## src/rtl/telemetry_pkg.sv

```systemverilog
// Shared types and constants for the eBike telemetry receiver.
// Optional statistics counters are enabled with the TELEM_STATS_EN macro.
package telemetry_pkg;

  localparam logic [7:0] HDR_BYTE0     = 8'hAA;
  localparam logic [7:0] HDR_BYTE1     = 8'h55;
  localparam int         PAYLOAD_BYTES = 6;

  typedef enum logic [1:0] {IDLE, START, DATA, STOP} byte_state_t;

  typedef enum logic [1:0] {HDR0, HDR1, PAYLD} pkt_state_t;

  typedef struct packed {
    logic [11:0] batt;
    logic [11:0] curr;
    logic [11:0] torque;
  } telem_t;

endpackage

```

## src/rtl/uart_rx_byte.sv

```systemverilog
// UART byte receiver: RX synchronizer, mid-bit sampling byte FSM and baud counter.
// Produces one-cycle byte_done / frm_err pulses; rx_byte is valid with byte_done.
module uart_rx_byte
  import telemetry_pkg::*;
#(
  parameter int CLKS_PER_BIT = 2604
) (
  input  logic       clk,
  input  logic       rst_n,
  input  logic       rx,
  output logic [7:0] rx_byte,
  output logic       byte_done,
  output logic       frm_err
);

  localparam int                 CNT_W    = $clog2(CLKS_PER_BIT) + 1;
  localparam logic [CNT_W-1:0]   HALF_CNT = CNT_W'(CLKS_PER_BIT / 2);
  localparam logic [CNT_W-1:0]   FULL_CNT = CNT_W'(CLKS_PER_BIT - 1);

  logic             rx_meta;
  logic             rx_sync;
  byte_state_t      state;
  logic [CNT_W-1:0] cnt;
  logic [2:0]       bit_idx;
  logic [7:0]       shift;

  always_ff @(posedge clk or negedge rst_n) begin
    if (!rst_n) begin
      rx_meta <= 1'b1;
      rx_sync <= 1'b1;
    end else begin
      rx_meta <= rx;
      rx_sync <= rx_meta;
    end
  end

  // Counter restarts at each sample so data and stop bits land CLKS_PER_BIT apart.
  always_ff @(posedge clk or negedge rst_n) begin
    if (!rst_n) begin
      state     <= IDLE;
      cnt       <= '0;
      bit_idx   <= '0;
      shift     <= '0;
      byte_done <= 1'b0;
      frm_err   <= 1'b0;
    end else begin
      byte_done <= 1'b0;
      frm_err   <= 1'b0;
      case (state)
        IDLE: begin
          if (!rx_sync) begin
            state <= START;
            cnt   <= '0;
          end
        end
        START: begin
          if (cnt == HALF_CNT) begin
            cnt <= '0;
            if (!rx_sync) begin
              state   <= DATA;
              bit_idx <= '0;
            end else begin
              state <= IDLE;
            end
          end else begin
            cnt <= cnt + CNT_W'(1);
          end
        end
        DATA: begin
          if (cnt == FULL_CNT) begin
            cnt   <= '0;
            shift <= {rx_sync, shift[7:1]};
            if (bit_idx == 3'd7) begin
              state <= STOP;
            end else begin
              bit_idx <= bit_idx + 3'd1;
            end
          end else begin
            cnt <= cnt + CNT_W'(1);
          end
        end
        STOP: begin
          if (cnt == FULL_CNT) begin
            cnt       <= '0;
            state     <= IDLE;
            byte_done <= rx_sync;
            frm_err   <= !rx_sync;
          end else begin
            cnt <= cnt + CNT_W'(1);
          end
        end
        default: state <= IDLE;
      endcase
    end
  end

  assign rx_byte = shift;

endmodule

```

## src/rtl/telemetry_rx.sv

```systemverilog
// Telemetry packet receiver: locks onto the AA 55 header and latches battery,
// current and torque words. Define TELEM_STATS_EN to add pkt_cnt / err_cnt.
module telemetry_rx
  import telemetry_pkg::*;
#(
  parameter int CLKS_PER_BIT = 2604
) (
  input  logic        clk,
  input  logic        rst_n,
  input  logic        RX,
  input  logic        clr_rdy,
  output logic [11:0] batt_v,
  output logic [11:0] avg_curr,
  output logic [11:0] avg_torque,
  output logic        pkt_rdy,
  output logic        frm_err
`ifdef TELEM_STATS_EN
  ,
  output logic [15:0] pkt_cnt,
  output logic [7:0]  err_cnt
`endif
);

  localparam logic [2:0] LAST_IDX = 3'(PAYLOAD_BYTES - 1);

  logic [7:0] rx_byte;
  logic       byte_done;
  pkt_state_t pkt_state;
  logic [2:0] idx;
  logic [3:0] batt_hi;
  logic [7:0] batt_lo;
  logic [3:0] curr_hi;
  logic [7:0] curr_lo;
  logic [3:0] torque_hi;
  telem_t     telem;
  logic       pkt_done;

  uart_rx_byte #(
    .CLKS_PER_BIT(CLKS_PER_BIT)
  ) u_byte (
    .clk      (clk),
    .rst_n    (rst_n),
    .rx       (RX),
    .rx_byte  (rx_byte),
    .byte_done(byte_done),
    .frm_err  (frm_err)
  );

  assign pkt_done = byte_done && (pkt_state == PAYLD) && (idx == LAST_IDX);

  // Partial payload is staged; the visible words only change when byte 5 lands.
  always_ff @(posedge clk or negedge rst_n) begin
    if (!rst_n) begin
      pkt_state <= HDR0;
      idx       <= '0;
      batt_hi   <= '0;
      batt_lo   <= '0;
      curr_hi   <= '0;
      curr_lo   <= '0;
      torque_hi <= '0;
      telem     <= '0;
    end else if (frm_err) begin
      pkt_state <= HDR0;
    end else if (byte_done) begin
      case (pkt_state)
        HDR0: begin
          if (rx_byte == HDR_BYTE0) pkt_state <= HDR1;
        end
        HDR1: begin
          if (rx_byte == HDR_BYTE1) begin
            pkt_state <= PAYLD;
            idx       <= '0;
          end else if (rx_byte != HDR_BYTE0) begin
            pkt_state <= HDR0;
          end
        end
        PAYLD: begin
          case (idx)
            3'd0:    batt_hi   <= rx_byte[3:0];
            3'd1:    batt_lo   <= rx_byte;
            3'd2:    curr_hi   <= rx_byte[3:0];
            3'd3:    curr_lo   <= rx_byte;
            3'd4:    torque_hi <= rx_byte[3:0];
            default: ;
          endcase
          if (idx == LAST_IDX) begin
            telem.batt   <= {batt_hi, batt_lo};
            telem.curr   <= {curr_hi, curr_lo};
            telem.torque <= {torque_hi, rx_byte};
            pkt_state    <= HDR0;
          end else begin
            idx <= idx + 3'd1;
          end
        end
        default: pkt_state <= HDR0;
      endcase
    end
  end

  // A completing packet beats a simultaneous acknowledge.
  always_ff @(posedge clk or negedge rst_n) begin
    if (!rst_n) begin
      pkt_rdy <= 1'b0;
    end else if (pkt_done) begin
      pkt_rdy <= 1'b1;
    end else if (clr_rdy) begin
      pkt_rdy <= 1'b0;
    end
  end

  assign batt_v     = telem.batt;
  assign avg_curr   = telem.curr;
  assign avg_torque = telem.torque;

`ifdef TELEM_STATS_EN
  logic hdr_abort;

  assign hdr_abort = byte_done && (pkt_state == HDR1) &&
                     (rx_byte != HDR_BYTE1) && (rx_byte != HDR_BYTE0);

  always_ff @(posedge clk or negedge rst_n) begin
    if (!rst_n) begin
      pkt_cnt <= '0;
      err_cnt <= '0;
    end else begin
      if (pkt_done) pkt_cnt <= pkt_cnt + 16'd1;
      if ((frm_err || hdr_abort) && (err_cnt != 8'hFF)) err_cnt <= err_cnt + 8'd1;
    end
  end
`endif

endmodule
```

## config.mk

```make
export PLATFORM = sky130hd
export DESIGN_NAME = telemetry_rx
export DESIGN_NICKNAME = d
export VERILOG_FILES = /design/src/rtl/telemetry_pkg.sv /design/src/rtl/uart_rx_byte.sv /design/src/rtl/telemetry_rx.sv
export SDC_FILE = /design/constraint.sdc
export NUM_CORES = 1
export LEC_CHECK = 0
export CAP_MARGIN = 20
export CORE_ASPECT_RATIO = 0.5
export CORE_MARGIN = 2
export CORE_UTILIZATION = 55
export DETAILED_ROUTE_END_ITERATION = 16
export PLACE_DENSITY = 0.85
export SKIP_LAST_GASP = 1
export SLEW_MARGIN = 15
export SYNTH_ARGS = -nofsm -noshare
export SYNTH_HDL_FRONTEND = slang
export SYNTH_SLANG_ARGS = --single-unit
```

## constraint.sdc

```tcl
create_clock -name clk -period 4.8 [get_ports clk]
set_input_delay 1.2 -clock clk [delete_from_list [all_inputs] [get_ports clk]]
set_output_delay 1.2 -clock clk [all_outputs]
set_load 0.1 [all_outputs]
```

After elaboration in Yosys (flattened, before gate mapping)

Index checks and enable logic that the tools add are counted.

Input port bits: 4
Output and inout bits: 38
Word-level logic and storage cells: 105
Bits in registers: 100

Bitwise gates (word level): 1
$add $sub $neg: 3
Reduce and logical (&&, ||, !) cells: 22
Equal/unequal tests: 28
Mux-type cells: 32

Operators by type and width:

| kind                                            | count |
|---|---|
| 2-to-1 mux 13 bit                               | 3 |
| one-hot mux 13 bit (3 select lines)             | 1 |
| AND reduction 4 bit                             | 7 |
| 2-to-1 mux 2 bit                                | 12 |
| 2-to-1 mux 3 bit                                | 6 |
| AND reduction 5 bit                             | 3 |
| adder 13 x 1 -> 13 bit, second input constant   | 1 |
| == test 13 x 11 -> 1 bit, second input constant | 1 |
| == test 13 x 12 -> 1 bit, second input constant | 1 |
| one-hot mux 3 bit (2 select lines)              | 2 |
| != test 2 bit, second input constant            | 5 |
| == test 3 bit, second input constant            | 3 |
| == test 8 x 7 -> 1 bit, second input constant   | 1 |
| == test 8 bit, second input constant            | 1 |
| != test 2 x 1 -> 1 bit, second input constant   | 4 |
| != test 8 bit, second input constant            | 1 |
| one-hot mux 2 bit (4 select lines)              | 1 |
| nonzero test 2 bit                              | 4 |
| adder 3 x 1 -> 3 bit, second input constant     | 2 |
| == test 2 bit, second input constant            | 3 |
| == test 3 x 2 -> 1 bit, second input constant   | 2 |
| 2-to-1 mux 1 bit                                | 6 |
| one-hot mux 2 bit (3 select lines)              | 1 |
| == test 2 x 1 -> 1 bit, second input constant   | 2 |
| other kinds (11)                                | 13 |

Longest topological paths before layout

Gate-level depths: netlist of the first run.

Depth after elaboration: 6
Mapped depth: 8

Modules after synthesis

A second synthesis of the first run with hierarchy kept.

Cell total of the unflattened synthesis: 324
Area total of the unflattened synthesis: 4311.6 µm²

Modules (own cells, without submodules):

| module       | sequential area each (µm²) | cells each | area an instance (µm²) | times used |
|---|---|---|---|---|
| telemetry_rx | 1751.7                     | 178        | 2815.2                 | 1 |
| uart_rx_byte | 753.2                      | 146        | 1496.4                 | 1 |

Least setup slack after synthesis of the first run

OpenSTA, ideal clock, no wires.

Kind: reg2reg
From: reg u_byte.frm_err
To: reg telem (netlist bit avg_curr[0])
Arrival time: 2.035 ns
Cell stages (with the launch flop): 6
Slack: 2.639 ns
Setup time: 0.125 ns
Buffers on the path: 1
Path through: dfrtp_1 -> nor2b_1 -> nand2_1 -> nor2_2 -> buf_2 -> mux2_2

Word-level cells in the longest chain between the ends: 2

RTL lines:

| item                          | line               | text |
|---|---|---|
| start, declared               | uart_rx_byte.sv:13 | `output logic frm_err` |
| start signal, assigned        | uart_rx_byte.sv:87 | `frm_err <= !rx_sync;` |
| NOT 1 bit (no line)           | n/a                |  |
| AND reduction 4 bit (no line) | n/a                |  |
| end, declared                 | telemetry_rx.sv:35 | `telem_t telem;` |

Every way passes these cells.
A chain may end at the register's enable or synchronous reset.

Worst setup path after layout of the first run

From: reg u_byte.frm_err
To: out frm_err

RTL lines:

| item          | line               | text |
|---|---|---|
| end, declared | telemetry_rx.sv:16 | `output logic frm_err` |

No word-level cell between the ends.

==> metrics.csv, run 1 <==
metric,value,unit
cts_setup_buffers,0,
vias,2672,
status,finished clean,
slew_viol_final,0,
reg2reg_depth,5,
rsz0062_at_grt,false,
final.min_clock_period,3.11,ns
numCtsBuffers,9,
rows,22,
stdcell_area,5200,µm²
core_area,7510,µm²
timing_hold_violations_final,0,
dpl_worst_slack,2.07,ns
total_leakage_power,2.48,nW
clockBufferDepth,2,
drive_gt1_share,26.6,%
critical_path.cell_chain,clkdlybuf4s50_1,
crit_start,u_byte.frm_err,
grt_max_degree,75,
p_per_area,306,nW/µm²
cp_data_required_time,3.60,ns
ctsHoldBuffers,0,
cts_resized,0,
final-setup-viol-count,0,
slowest_delay,1.16,ns
dieArea,8730,µm²
setup_ws,1.69,ns
final_common_cell,dfrtp_1,
ys_ff_latch,100,
postRouteAntennaNets,0,
drt_iter0_markers,130,
synth_cell_types,47,
ir_drop,188,µV
io_pins,42,
syn_area,4380,µm²
root_buffer,clkbuf_16,
ys_warn_count,0,
dr.pass1.iters,4,
path_delay_family,buffers and inverters,
cpMaxStageDelayCell,clkdlybuf4s50_1,
layout_common_cells,"98 x dfrtp_1, 72 x mux2_2, 40 x clkdlybuf4s50_1",
insertion_delay,0.35,ns
start_util,58.2,%
timing.rr.start,pkt_state[0],
grt_overflow,0,
wire_per_inst,16.4,µm
yosysSeqAreaShare,57.2,%
cts_tree,done,
fp.dieH,67.1,µm
synthFlopType,dfrtp_1,
cp_data_arrival_time,1.91,ns
areaGrowthSynthToFinish,18.8,%
avgSynthCellArea,13.1,µm²
antenna_found_initial,0,
synthArstFlopShare,100,%
netlist_instances,333,
rr_endpoint,avg_torque[7],
wl,8.04,mm
worst-path-buf-inv,1,
finalCritPeriodShare,64.8,%
worstSetupStartpointType,flop,
port_buffers,41,
skew,0.00816,ns
finalSetupTns,0,ns
grt_pass1_vias,2795,
drv_cap,0,
die-width,130,µm
place_congestion,0.828,
hold_end,u_byte.rx_sync,
holdWs,0.361,ns
grt_pass1_wl,13.6,mm
grt_usage,20.8,%
via_per_inst,5.44,
critPathMaxFanout,4,
max_freq,321,MHz
worstSetupPathType,flop to output pin,
syn-num-nets,351,
slew_headroom,32.7,%
worstHoldPathType,flop to flop,
cts.sinks,100,
final_nets,396,
dp_hpwl,5.41,mm
drc,0,
dpl-instance-area,4900,µm²
endpoint_kind,output pin,
cts_htree_levels,3,
antennaDiodeCount,0,
worstMarginPinSlew,1.01,ns
hold_path_depth,0,
synth_edf_count,0,
min-delay-start,u_byte.rx_meta,
clkSlewWorstSetupHoldPaths,0.06,ns
cp.depth,1,
ff2ff_setup_slack,2.35,ns
## report_power, final
| part | switching, W | internal, W | leakage [nW] |
|---|---|---|---|
| registers | 0.000000964 | 0.000844 | 1.38 |
| logic | 0.0000160 | 0.00000272 | 0.962 |
| clock network | 0.000305 | 0.000420 | 0.146 |
## per-stage QoR
stage	power (W)	utilization, %	cells
after detailed placement	0.000881	65.2	475
after global routing	0.00164	69.2	491
after global placement	0.000880	65.2	475
after floorplan	0.000861	-	333
final	0.00159	69.2	491
after CTS	0.00161	69.2	491
## metal layers
metal	wire length [µm]	part of all wire, %	track usage (%)	vias up
li1	-	-	-	1267
met2	4020	50	35.4	37
met3	219	2.7	5.78	10
met5	0	0	0	-
met4	75	0.93	6.85	0
met1	3730	46	26.1	1358
## synthesized netlist by cell type (4+ instances only)
master / instances / area share (%)
clkbuf_1: 5 / 0.43
nor2_1: 17 / 1.5
nand3_1: 9 / 1.0
nand2_1: 23 / 2.0
ha_1: 14 / 4.0
dfrtp_1: 98 / 56
mux2_2: 72 / 19
inv_1: 13 / 1.1
a21oi_1: 5 / 0.57
nand2b_1: 5 / 0.71
xor2_1: 7 / 1.4
buf_2: 4 / 0.46
o21ai_0: 6 / 0.69
## cells by family (layout without fill, tap and decap cells)
kind of cell | count (synthesis) | in the layout | synth area share, %
DFF | 100 | 100 | 57.2
muxes | 74 | 74 | 19.0
xor gates and xnor gates | 9 | 9 | 1.80
AOI/OAI and AO/OA | 28 | 28 | 4.72
and+or+nand+nor | 86 | 86 | 11.3
buffers and inverters | 22 | 72 | 2.00
adders and majority gates | 14 | 14 | 4.00
## state kept, by name (all words and copies together), names as in the netlist, 2 cells and up, named ones only
signal / count
pkt_state: 2
batt_lo: 8
u_byte.rx_byte: 8
curr_lo: 8
avg_curr: 12
batt_hi: 4
avg_torque: 12
u_byte.cnt: 13
curr_hi: 4
u_byte.bit_idx: 3
torque_hi: 4
batt_v: 12
idx: 3
## area by class of cell
cell class | instances | area (µm²)
Clock buffer | 11 | 243
Tap cell | 108 | 135
Clock inverter | 5 | 60.1
Sequential cell | 100 | 2500
Inverter | 13 | 48.8
Multi-Input combinational cell | 211 | 1780
Fill cell | 519 | 2320
Timing Repair Buffer | 43 | 423
## worst max path at each step
stage	slack, ns	endpoint
after detailed placement	2.07	frm_err
final	1.69	frm_err
after global placement	2.09	frm_err
after CTS	1.67	frm_err
after global routing	1.64	frm_err
after floorplan	2.64	avg_curr[0]
(Power assumes the default switching activity.)
==> run 2, diff against run 1 <==
--- a/config.mk
+++ b/config.mk
@@ -8,9 +8,9 @@
 export CAP_MARGIN = 20
 export CORE_ASPECT_RATIO = 0.5
 export CORE_MARGIN = 2
-export CORE_UTILIZATION = 55
+export CORE_UTILIZATION = 51
 export DETAILED_ROUTE_END_ITERATION = 16
-export PLACE_DENSITY = 0.85
+export PLACE_DENSITY = 0.83
 export SKIP_LAST_GASP = 1
 export SLEW_MARGIN = 15
 export SYNTH_ARGS = -nofsm -noshare
==> constraint.sdc (replaced) <==
create_clock -name clk -period 2.8 [get_ports clk]
set_input_delay 0.7 -clock clk [delete_from_list [all_inputs] [get_ports clk]]
set_output_delay 0.7 -clock clk [all_outputs]
set_load 0.1 [all_outputs]
==> run 2 against run 1 <==
Compared with the run above: final cell count rose by 0.41%; non-clock buffer count did not move; combinational power is 82% higher; sequential share of layout area increased by 0.96 points; global-route usage is 1.3 points lower; sequential cell count unchanged; critical path type is now flop to flop; critical endpoint is now u_byte.cnt[9]; largest power group unchanged.
==> metrics.csv, run 2 (synthesis gave the netlist of run 1 again) <==
metric,value,unit,change
start_util,53.6,%,-4.7 points
wire_per_inst,16.6,µm,+1.3%
final_common_cell,dfrtp_1,,
cts.sinks,100,,unchanged
ctsHoldBuffers,0,,unchanged
cts_resized,0,,unchanged
max_freq,481,MHz,
cpMaxStageDelayCell,nor4_1,,
top_register,u_byte.cnt,,
final_nets,396,,unchanged
io_pins,42,,unchanged
endpoint_kind,flop,,
grt_overflow,0,,unchanged
drc,0,,unchanged
root_buffer,clkbuf_16,,
rsz0062_at_grt,false,,
via_per_inst,5.45,,+0.15%
dpl-instance-area,4830,µm²,-1.3%
worstHoldPathType,input port to async pin,,
total_leakage_power,2.55,nW,+2.6%
grt_max_degree,59,,-21%
stdcell_area,5100,µm²,-1.9%
vias,2687,,+0.56%
grt_pass1_vias,2827,,+1.1%
layout_common_cells,"98 x dfrtp_1, 72 x mux2_2, 39 x buf_4",,
worst-path-buf-inv,1,,unchanged
wl,8.18,mm,+1.7%
critPathMaxFanout,10,,+6
finalSetupTns,0,ns,unchanged
dp_hpwl,5.77,mm,+6.7%
final.min_clock_period,2.08,ns,
core_area,8170,µm²,+8.8%
place_congestion,0.861,,+3.9%
finalCritPeriodShare,74.2,%,
antennaDiodeCount,0,,unchanged
worstSetupPathType,flop to flop,,
path_delay_family,simple AND/OR/NAND/NOR gates,,
timing_hold_violations_final,0,,unchanged
dpl_worst_slack,0.754,ns,-1.31 ns
slew_viol_final,0,,unchanged
final.fill_count,601,,+16%
grt_pass1_wl,14.0,mm,+3.4%
critical_path.cell_chain,inv_1 > ha_1 > and2_1 > nor4_1 > nand3_1 > xor2_1 > nor2_1,,
p_per_area,512,nW/µm²,+67%
drt_iter0_markers,106,,-18%
rows,23,,+4.5%
largest_reg_flops,13,,unchanged
worstSetupStartpointType,flop,,
cts_tree,done,,
fp.dieH,69.5,µm,+3.6%
status,finished clean,,
drv_cap,0,,unchanged
cts_htree_levels,3,,unchanged
drive_gt1_share,36.2,%,+9.6 points
numCtsBuffers,9,,unchanged
total_power,0.00261,W,+64%
worstMarginPinSlew,0.546,ns,-0.461 ns
dieArea,9380,µm²,+7.5%
fin_util,62.4,%,-6.8 points
slowest_delay,0.56,ns,-0.60 ns
port_buffers,41,,unchanged
clockBufferDepth,2,,unchanged
slew_headroom,63.2,%,+31 points
cp_data_arrival_time,2.35,ns,+0.44 ns
antenna_found_initial,0,,unchanged
skew,0.00629,ns,-0.00187 ns
dr.pass1.iters,4,,unchanged
clkSlewWorstSetupHoldPaths,0.06,ns,about the same
grt_usage,19.5,%,-1.3 points
die-width,135,µm,+3.7%
insertion_delay,0.35,ns,about the same
final-setup-viol-count,0,,unchanged
ir_drop,321,µV,+71%
postRouteAntennaNets,0,,unchanged
cts_setup_buffers,0,,unchanged
setup_ws,0.722,ns,-0.966 ns
areaGrowthSynthToFinish,16.5,%,
cp_data_required_time,3.07,ns,-0.53 ns
[run 2: changes by cell type in the layout (fill, tap and decap cells not counted), sizes merged]
cell,change
buf,+38
bufinv,-1
clkdlybuf4s50,-38
clkinv,-2
clkinvlp,+1
[run 2: routing by layer]
metal | wire (µm) | global-route usage [%] | part of all wire, % | up-vias
met5 | 0 | 0 | 0 | -
met4 | 55 | 4.05 | 0.67 | 0
met3 | 346 | 7.53 | 4.2 | 7
met2 | 4240 | 34.0 | 52 | 55
met1 | 3540 | 23.3 | 43 | 1360
li1 | - | - | - | 1265
[run 2: power by group]
| part | leakage [nW] | internal, W | switching, W |
|---|---|---|---|
| sequential | 1.38 | 0.00145 | 0.00000172 |
| combinational | 1.05 | 0.00000670 | 0.0000274 |
| clock | 0.124 | 0.000619 | 0.000505 |
| total | 2.55 | 0.00207 | 0.000534 |
[run 2: per-stage QoR]
stage	instances	hold WS (ns)
floorplan	333	0.345
global placement	479	0.345
detailed placement	479	0.348
CTS	493	0.349
global route	493	0.360
finish	493	0.336
[run 2: final cells by class]
class / count / area, µm² / share of cell area (%)
inverter: 13 / 48.8 / 0.957
multi-input combinational: 211 / 1780 / 35.0
timing repair buffer: 43 / 353 / 6.92
sequential: 100 / 2500 / 49.1
clock buffer: 11 / 243 / 4.76
clock inverter: 3 / 23.8 / 0.466
tap: 112 / 140 / 2.75
[run 2: path summary, 6_finish.rpt]
check	end	cells after the start	slack, ns	from
worst max register to register	u_byte.cnt[9]	7	0.72	u_byte.state[0]
max in group asynchronous	avg_torque[1]	2	1.80	rst_n
worst max-delay path	u_byte.cnt[9]	7	0.72	u_byte.state[0]
worst min register to register	u_byte.rx_sync	0	0.36	u_byte.rx_meta
min in group clk	u_byte.rx_sync	0	0.36	u_byte.rx_meta
worst min-delay path	u_byte.cnt[1]	1	0.34	rst_n
